<file path="config.mk">
export PLATFORM = sky130hd
export DESIGN_NAME = match_report_scheduler
export DESIGN_NICKNAME = d
export VERILOG_FILES = /design/src/rtl/match_pkg.sv /design/src/rtl/report_serializer.sv /design/src/rtl/match_report_scheduler.sv
export SDC_FILE = /design/constraint.sdc
export NUM_CORES = 1
export LEC_CHECK = 0
export CORE_MARGIN = 10
export CORE_UTILIZATION = 35
export CTS_CLUSTER_DIAMETER = 200
export DETAILED_ROUTE_END_ITERATION = 6
export PLACE_DENSITY_LB_ADDON = 0.1
export SYNTH_ARGS = -nofsm -noshare
export SYNTH_HDL_FRONTEND = slang
export SYNTH_SLANG_ARGS = --single-unit
</file>
<file path="constraint.sdc">
create_clock -name clk -period 5.1 [get_ports clk]
set_clock_uncertainty 0.2 [all_clocks]
set_input_delay 1.02 -clock clk [delete_from_list [all_inputs] [get_ports clk]]
set_output_delay 1.02 -clock clk [all_outputs]
set_load 0.01 [all_outputs]
</file>
<file path="src/rtl/match_pkg.sv">
// Shared FSM states, report constants and score helpers for the match report scheduler.
package match_pkg;

    typedef enum logic [1:0] {IDLE, TRACK, SELECT, SEND} state_e;

    localparam logic [7:0] REPORT_NO_WINNER      = 8'hFF;
    localparam logic [7:0] DEFAULT_REPORT_HEADER = 8'hA5;
    localparam int         MAX_SCORE_WIDTH       = 256;

    // Only the low 'width' bits are meaningful; callers truncate.
    function automatic logic [MAX_SCORE_WIDTH-1:0] most_negative(input int width);
        return MAX_SCORE_WIDTH'(1) << (width - 1);
    endfunction

endpackage

</file>
<file path="src/rtl/report_serializer.sv">
// Streams a fixed byte vector to the UART one strobe at a time, then appends the XOR checksum.
module report_serializer #(
    parameter int NUM_BYTES = 6,
    parameter int CNT_W     = 3
) (
    input  logic                   clk,
    input  logic                   rst,
    input  logic                   start,
    input  logic [NUM_BYTES*8-1:0] pkt_bytes,
    input  logic [CNT_W-1:0]       pkt_len,
    input  logic                   uart_axiready,
    output logic                   uart_axiiv,
    output logic [7:0]             uart_axiid,
    output logic                   done
);

    logic             active_q, active_d;
    logic [CNT_W-1:0] cnt_q, cnt_d;
    logic [7:0]       csum_q, csum_d;
    logic             iv_q, iv_d;
    logic [7:0]       id_q, id_d;
    logic             last_q, last_d;
    logic [7:0]       cur_byte;
    logic             is_csum;
    logic             fire;

    always_comb begin
        is_csum  = (cnt_q == pkt_len);
        cur_byte = csum_q;
        for (int k = 0; k < NUM_BYTES; k++) begin
            if (!is_csum && cnt_q == CNT_W'(k)) cur_byte = pkt_bytes[k*8 +: 8];
        end
        // A strobe is never followed directly by another one.
        fire     = active_q && uart_axiready && !iv_q;

        active_d = active_q;
        cnt_d    = cnt_q;
        csum_d   = csum_q;
        iv_d     = 1'b0;
        id_d     = id_q;
        last_d   = 1'b0;
        if (start) begin
            active_d = 1'b1;
            cnt_d    = '0;
            csum_d   = '0;
        end else if (fire) begin
            iv_d   = 1'b1;
            id_d   = cur_byte;
            csum_d = csum_q ^ cur_byte;
            cnt_d  = cnt_q + CNT_W'(1);
            last_d = is_csum;
            if (is_csum) active_d = 1'b0;
        end
    end

    always_ff @(posedge clk) begin
        if (rst) begin
            active_q <= 1'b0;
            cnt_q    <= '0;
            csum_q   <= '0;
            iv_q     <= 1'b0;
            id_q     <= '0;
            last_q   <= 1'b0;
        end else begin
            active_q <= active_d;
            cnt_q    <= cnt_d;
            csum_q   <= csum_d;
            iv_q     <= iv_d;
            id_q     <= id_d;
            last_q   <= last_d;
        end
    end

    assign uart_axiiv = iv_q;
    assign uart_axiid = id_q;
    assign done       = iv_q && last_q;

endmodule

</file>
<file path="src/rtl/match_report_scheduler.sv">
// Tracks per-filter peak scores over a sweep, picks the winner and sends a UART report.
// Define MATCH_REPORT_ALL_SCORES_EN to append every filter's peak before the checksum.
module match_report_scheduler
    import match_pkg::*;
#(
    parameter int         NUM_FILTERS       = 2,
    parameter int         MATCH_SCORE_WIDTH = 32,
    parameter logic [7:0] REPORT_HEADER     = DEFAULT_REPORT_HEADER
) (
    input  logic                                   clk,
    input  logic                                   rst,
    input  logic                                   sweep_start,
    input  logic                                   sweep_done,
    input  logic [NUM_FILTERS-1:0]                 score_valid,
    input  logic [NUM_FILTERS*MATCH_SCORE_WIDTH-1:0] score_data,
    input  logic                                   uart_axiready,
    output logic                                   uart_axiiv,
    output logic [7:0]                             uart_axiid,
    output logic                                   busy,
    output logic                                   winner_valid,
    output logic [7:0]                             winner_id,
    output logic [MATCH_SCORE_WIDTH-1:0]           winner_score
);

    localparam int W  = MATCH_SCORE_WIDTH;
    localparam int NF = NUM_FILTERS;
    localparam int SB = W / 8;
`ifdef MATCH_REPORT_ALL_SCORES_EN
    localparam int PAYLOAD_LEN = 2 + (1 + NF) * SB;
`else
    localparam int PAYLOAD_LEN = 2 + SB;
`endif
    localparam int PKT_LEN = PAYLOAD_LEN + 1;
    localparam int CNT_W   = $clog2(PKT_LEN + 1);
    localparam int IDX_W   = $clog2(NF + 1);
    localparam logic [MAX_SCORE_WIDTH-1:0] NEG_FULL = most_negative(W);
    localparam logic [W-1:0]               NEG_PEAK = NEG_FULL[W-1:0];

    state_e                  state_q, state_d;
    logic [NF-1:0][W-1:0]    peak_q, peak_d;
    logic [NF-1:0]           seen_q, seen_d;
    logic [IDX_W-1:0]        scan_q, scan_d;
    logic                    best_found_q, best_found_d;
    logic [7:0]              best_id_q, best_id_d;
    logic [W-1:0]            best_score_q, best_score_d;
    logic [7:0]              winner_id_q, winner_id_d;
    logic [W-1:0]            winner_score_q, winner_score_d;
    logic                    winner_valid_q, winner_valid_d;
    logic                    busy_q, busy_d;

    logic                    cand_seen, take, nxt_found;
    logic [W-1:0]            cand_score, nxt_score;
    logic [7:0]              nxt_id;
    logic [PAYLOAD_LEN*8-1:0] pkt_bytes;
    logic                    send_done;

    always_comb begin
        cand_seen  = 1'b0;
        cand_score = '0;
        for (int i = 0; i < NF; i++) begin
            if (scan_q == IDX_W'(i)) begin
                cand_seen  = seen_q[i];
                cand_score = peak_q[i];
            end
        end
        // Strict compare during the upward scan gives ties to the lowest index.
        take      = cand_seen && (!best_found_q || $signed(cand_score) > $signed(best_score_q));
        nxt_found = best_found_q | take;
        nxt_id    = take ? 8'(scan_q) : best_id_q;
        nxt_score = take ? cand_score : best_score_q;

        state_d        = state_q;
        peak_d         = peak_q;
        seen_d         = seen_q;
        scan_d         = scan_q;
        best_found_d   = best_found_q;
        best_id_d      = best_id_q;
        best_score_d   = best_score_q;
        winner_id_d    = winner_id_q;
        winner_score_d = winner_score_q;
        winner_valid_d = 1'b0;

        unique case (state_q)
            IDLE: begin
                if (sweep_start) begin
                    state_d = TRACK;
                    peak_d  = {NF{NEG_PEAK}};
                    seen_d  = '0;
                end
            end
            TRACK: begin
                if (sweep_start) begin
                    peak_d = {NF{NEG_PEAK}};
                    seen_d = '0;
                end else begin
                    for (int i = 0; i < NF; i++) begin
                        if (score_valid[i]) begin
                            seen_d[i] = 1'b1;
                            if ($signed(score_data[i*W +: W]) > $signed(peak_q[i]))
                                peak_d[i] = score_data[i*W +: W];
                        end
                    end
                    if (sweep_done) begin
                        state_d      = SELECT;
                        scan_d       = '0;
                        best_found_d = 1'b0;
                    end
                end
            end
            SELECT: begin
                best_found_d = nxt_found;
                best_id_d    = nxt_id;
                best_score_d = nxt_score;
                scan_d       = scan_q + IDX_W'(1);
                if (scan_q == IDX_W'(NF - 1)) begin
                    state_d        = SEND;
                    winner_valid_d = 1'b1;
                    winner_id_d    = nxt_found ? nxt_id : REPORT_NO_WINNER;
                    winner_score_d = nxt_found ? nxt_score : '0;
                end
            end
            SEND: begin
                if (send_done) state_d = IDLE;
            end
            default: state_d = IDLE;
        endcase
        busy_d = (state_d != IDLE);
    end

    always_ff @(posedge clk) begin
        if (rst) begin
            state_q        <= IDLE;
            peak_q         <= {NF{NEG_PEAK}};
            seen_q         <= '0;
            scan_q         <= '0;
            best_found_q   <= 1'b0;
            best_id_q      <= '0;
            best_score_q   <= '0;
            winner_id_q    <= REPORT_NO_WINNER;
            winner_score_q <= '0;
            winner_valid_q <= 1'b0;
            busy_q         <= 1'b0;
        end else begin
            state_q        <= state_d;
            peak_q         <= peak_d;
            seen_q         <= seen_d;
            scan_q         <= scan_d;
            best_found_q   <= best_found_d;
            best_id_q      <= best_id_d;
            best_score_q   <= best_score_d;
            winner_id_q    <= winner_id_d;
            winner_score_q <= winner_score_d;
            winner_valid_q <= winner_valid_d;
            busy_q         <= busy_d;
        end
    end

    // Payload is held stable through SEND: winner regs only change at SELECT end
    // and peaks only change in TRACK.
    always_comb begin
        pkt_bytes        = '0;
        pkt_bytes[7:0]   = REPORT_HEADER;
        pkt_bytes[15:8]  = winner_id_q;
        for (int b = 0; b < SB; b++)
            pkt_bytes[(2+b)*8 +: 8] = winner_score_q[(SB-1-b)*8 +: 8];
`ifdef MATCH_REPORT_ALL_SCORES_EN
        for (int f = 0; f < NF; f++)
            for (int b = 0; b < SB; b++)
                pkt_bytes[(2+SB+f*SB+b)*8 +: 8] = seen_q[f] ? peak_q[f][(SB-1-b)*8 +: 8] : 8'h00;
`endif
    end

    report_serializer #(
        .NUM_BYTES (PAYLOAD_LEN),
        .CNT_W     (CNT_W)
    ) u_serializer (
        .clk           (clk),
        .rst           (rst),
        .start         (winner_valid_q),
        .pkt_bytes     (pkt_bytes),
        .pkt_len       (CNT_W'(PAYLOAD_LEN)),
        .uart_axiready (uart_axiready),
        .uart_axiiv    (uart_axiiv),
        .uart_axiid    (uart_axiid),
        .done          (send_done)
    );

    assign busy         = busy_q;
    assign winner_valid = winner_valid_q;
    assign winner_id    = winner_id_q;
    assign winner_score = winner_score_q;

endmodule

</file>
==> flow_summary.json <==
{
  "synth_flop_cell": "dfxtp_1",
  "layout_setup_ws_ps": 608,
  "antenna_cells": 0,
  "critPathTopFamily": "simple AND/OR/NAND/NOR gates",
  "cts.repair.resized": 0,
  "fillCellCount": 2949,
  "place.port_buffers": 121,
  "setup.worst_path.start_class": "flop",
  "grt_overflow": 0,
  "cts-htree-levels": 4,
  "place_congestion": 0.895,
  "cts_tree": "built",
  "synth_top_cell_by_area": "dfxtp_1",
  "crit_slowest_cell": "or3_4",
  "dr_total_vias": 9362,
  "viasPerCell": 5.25,
  "p_comb_share_pct": 10.9,
  "grt_pass1_vias": 9308,
  "syn_inst": 1281,
  "min_period_over_period_pct": 88.1,
  "synth.area.top_cells": "dfxtp_1 (35%), ha_1 (13%), o21ai_0 (7.1%)",
  "p_leak_uw": 0.00447,
  "clockPowerShare_pct": 42.9,
  "max_clock_freq_ghz": 0.223,
  "cts_buffer_depth": 2,
  "final_cell_mix": "dfxtp_1 (175), o21ai_0 (143), nand2_1 (137), clkdlybuf4s50_1 (120), inv_1 (113)",
  "insertion_delay_ps": 440,
  "cts_sinks": 175,
  "area_growth_pct": 22.8,
  "drt_pass1_iterations": 5,
  "status": "finished clean",
  "yosysTopAreaCellShare_pct": 34.6,
  "postCtsSetupBuffers": 0,
  "clkTransAtPathRegs_ps": 80,
  "crit_fanout": 40,
  "path_cells": "inv_1 -> ha_1 -> buf_12 -> nand2_1 -> o21ai_0 -> ha_1 -> nand4_1 -> nor4_1 -> a21boi_1 -> o31ai_1 -> buf_4 -> mux2_4 -> or3_4 -> o21ai_0 -> o21ai_0",
  "p_int_uw": 2170,
  "relSlewSlack_pct": 35.0,
  "tightest_slew_ps": 972,
  "die-area_mm2": 0.0362,
  "layout-drive-gt1-share_pct": 6.65,
  "powerDensity_mw_per_mm2": 241,
  "final_nets": 1560,
  "pwr-share-seq_pct": 46.2,
  "grt_pass1_wl_um": 52000,
  "worstPathArrival_ps": 4620,
  "layout_commonest_cell": "dfxtp_1",
  "die_h_um": 190,
  "syn-num-nets": 1455,
  "hold_viol_final": 0,
  "ys_warn_count": 0,
  "rsz0062_at_grt": "false",
  "synth-seq-cells": 175,
  "p_switching_uw": 835,
  "grt_max_degree": 70,
  "grt_usage_pct": 18.1,
  "syn_area_per_cell_um2": 7.91,
  "synth_edf_count": 0,
  "hold_class": "flop to flop",
  "critPathBufInv": 3,
  "crit_type": "flop to flop",
  "dieWidth_um": 190,
  "grt_antenna_before_repair": 0,
  "peakVddDrop_uv": 194,
  "crit_required_ps": 5230,
  "crit_top_cell": "o21ai_0",
  "std_cell_rows": 62,
  "synth.distinct_cells": 60,
  "drc_errors": 0,
  "pin_count": 122,
  "ant_nets": 0,
  "swShare_pct": 27.8,
  "drtIter0Drc": 577,
  "maxCapViolCount": 0,
  "max_stage_delay_ps": 600,
  "cts_buffers": 17,
  "slew_viol_final": 0,
  "fin_crit_ps": 4490,
  "start_util_pct": 35.4,
  "hpwl_um": 25300,
  "post_drt_wl_per_cell_um": 18.6,
  "wl_um": 33100,
  "seq_area_frac_synth_pct": 34.6,
  "end_kind": "flop",
  "syn_area_mm2": 0.0101,
  "async_flop_share_pct": 0,
  "ctsHoldBuffers": 0,
  "dp_slack_ps": 561,
  "final-setup-viol-count": 0,
  "cts_root_buf": "clkbuf_16",
  "final.setup.tns_ps": 0,
  "core_area_mm2": 0.0286
}
## flip-flops by register name (all words and copies together), names as in the netlist
name                     cells
peak_q                      64
best_score_q                32
winner_score                32
best_id_q                    8
u_serializer.csum_q          8
u_serializer.uart_axiid      8
winner_id                    8
u_serializer.cnt_q           3
scan_q                       2
seen_q                       2
state_q                      2
best_found_q                 1
busy                         1
u_serializer.active_q        1
u_serializer.last_q          1
u_serializer.uart_axiiv      1
winner_valid                 1
## kinds of logic after synthesis
| kind of cell | Yosys count | share of synthesized area [%] |
|---|---|---|
| flip-flops | 175 | 34.6 |
| AND/OR/NAND/NOR | 402 | 18.4 |
| XOR/XNOR | 9 | 0.778 |
| multiplexers | 36 | 3.60 |
| adder cells (fa/ha/maj) | 103 | 12.7 |
| buffers and inverters | 191 | 7.81 |
| AO/OA/AOI/OAI | 365 | 22.2 |
## per-layer routing
layer	vias to the layer above	track usage [%]	wire, um
met5	-	0	0
met4	0	4.94	592
met3	37	3.30	1570
met2	247	30.1	15500
met1	4362	23.6	15500
li1	4716	-	-
## cell usage after synthesis, drive strengths merged, types with 7 or more instances
master,instances
ha,103
o21ai,155
buf,18
nor2,109
nor2b,15
nand2,137
nand3,12
a22oi,14
a22o,35
and2,10
o21a,9
a211oi,7
nand4,18
or3,27
clkbuf,59
inv,113
dfxtp,175
a31oi,37
and3,7
a21oi,59
o211ai,9
mux2i,35
a21o,9
nor3,49
## area by class of cell
cell class              count  area (um^2)  share of cell area [%]
well taps                 384          480                    3.86
clock inverters            15          143                    1.15
flip-flops and latches    175         3500                    28.1
inverters                 114          428                    3.44
clock buffers              17          425                    3.42
multi-input cells         915         5880                    47.3
repair buffers            163         1590                    12.7
## through the flow
| stage | hold slack, ps | power, uW | cell area [um^2] | cells | util [%] |
|---|---|---|---|---|---|
| finish | 256 | 3000 | 12400 | 1783 | 43.5 |
| global route | 266 | 3130 | 12400 | 1783 | 43.5 |
| CTS | 261 | 3040 | 12400 | 1783 | 43.5 |
| detailed placement | 240 | 1750 | 11900 | 1751 | 41.5 |
| global placement | 236 | 1750 | 11900 | 1751 | 41.5 |
| floorplan | 224 | 1590 | 10100 | 1281 | - |
## final timing paths
path,depth (start not counted),startpoint,to,slack (ps)
worst max-delay path,15,scan_q[0]$_SDFFE_PP0P_,winner_score[7]$_SDFFE_PP0P_,610
worst min-delay path,1,best_id_q[7]$_SDFFE_PP0P_,best_id_q[7]$_SDFFE_PP0P_,260
worst max register to register,15,scan_q[0]$_SDFFE_PP0P_,winner_score[7]$_SDFFE_PP0P_,610
worst min register to register,1,best_id_q[7]$_SDFFE_PP0P_,best_id_q[7]$_SDFFE_PP0P_,260
## power groups by stage
| stage | Combinational, uW | Clock [uW] | Sequential, uW |
|---|---|---|---|
| finish | 327 | 1290 | 1390 |
| CTS | 329 | 1320 | 1390 |
| global placement | 327 | 0 | 1420 |
| global route | 365 | 1380 | 1390 |
| detailed placement | 327 | 0 | 1420 |
| floorplan | 177 | 0 | 1420 |
## worst reg2reg max path, cell delays in order, from the launching register on
cell	delay, ps
dfxtp_1	360
inv_1	80
ha_1	450
buf_12	210
nand2_1	90
o21ai_0	450
ha_1	240
nand4_1	190
nor4_1	390
a21boi_1	220
o31ai_1	100
buf_4	150
mux2_4	330
or3_4	600
o21ai_0	270
o21ai_0	90
Note: power is estimated with default switching activity, not from simulation.
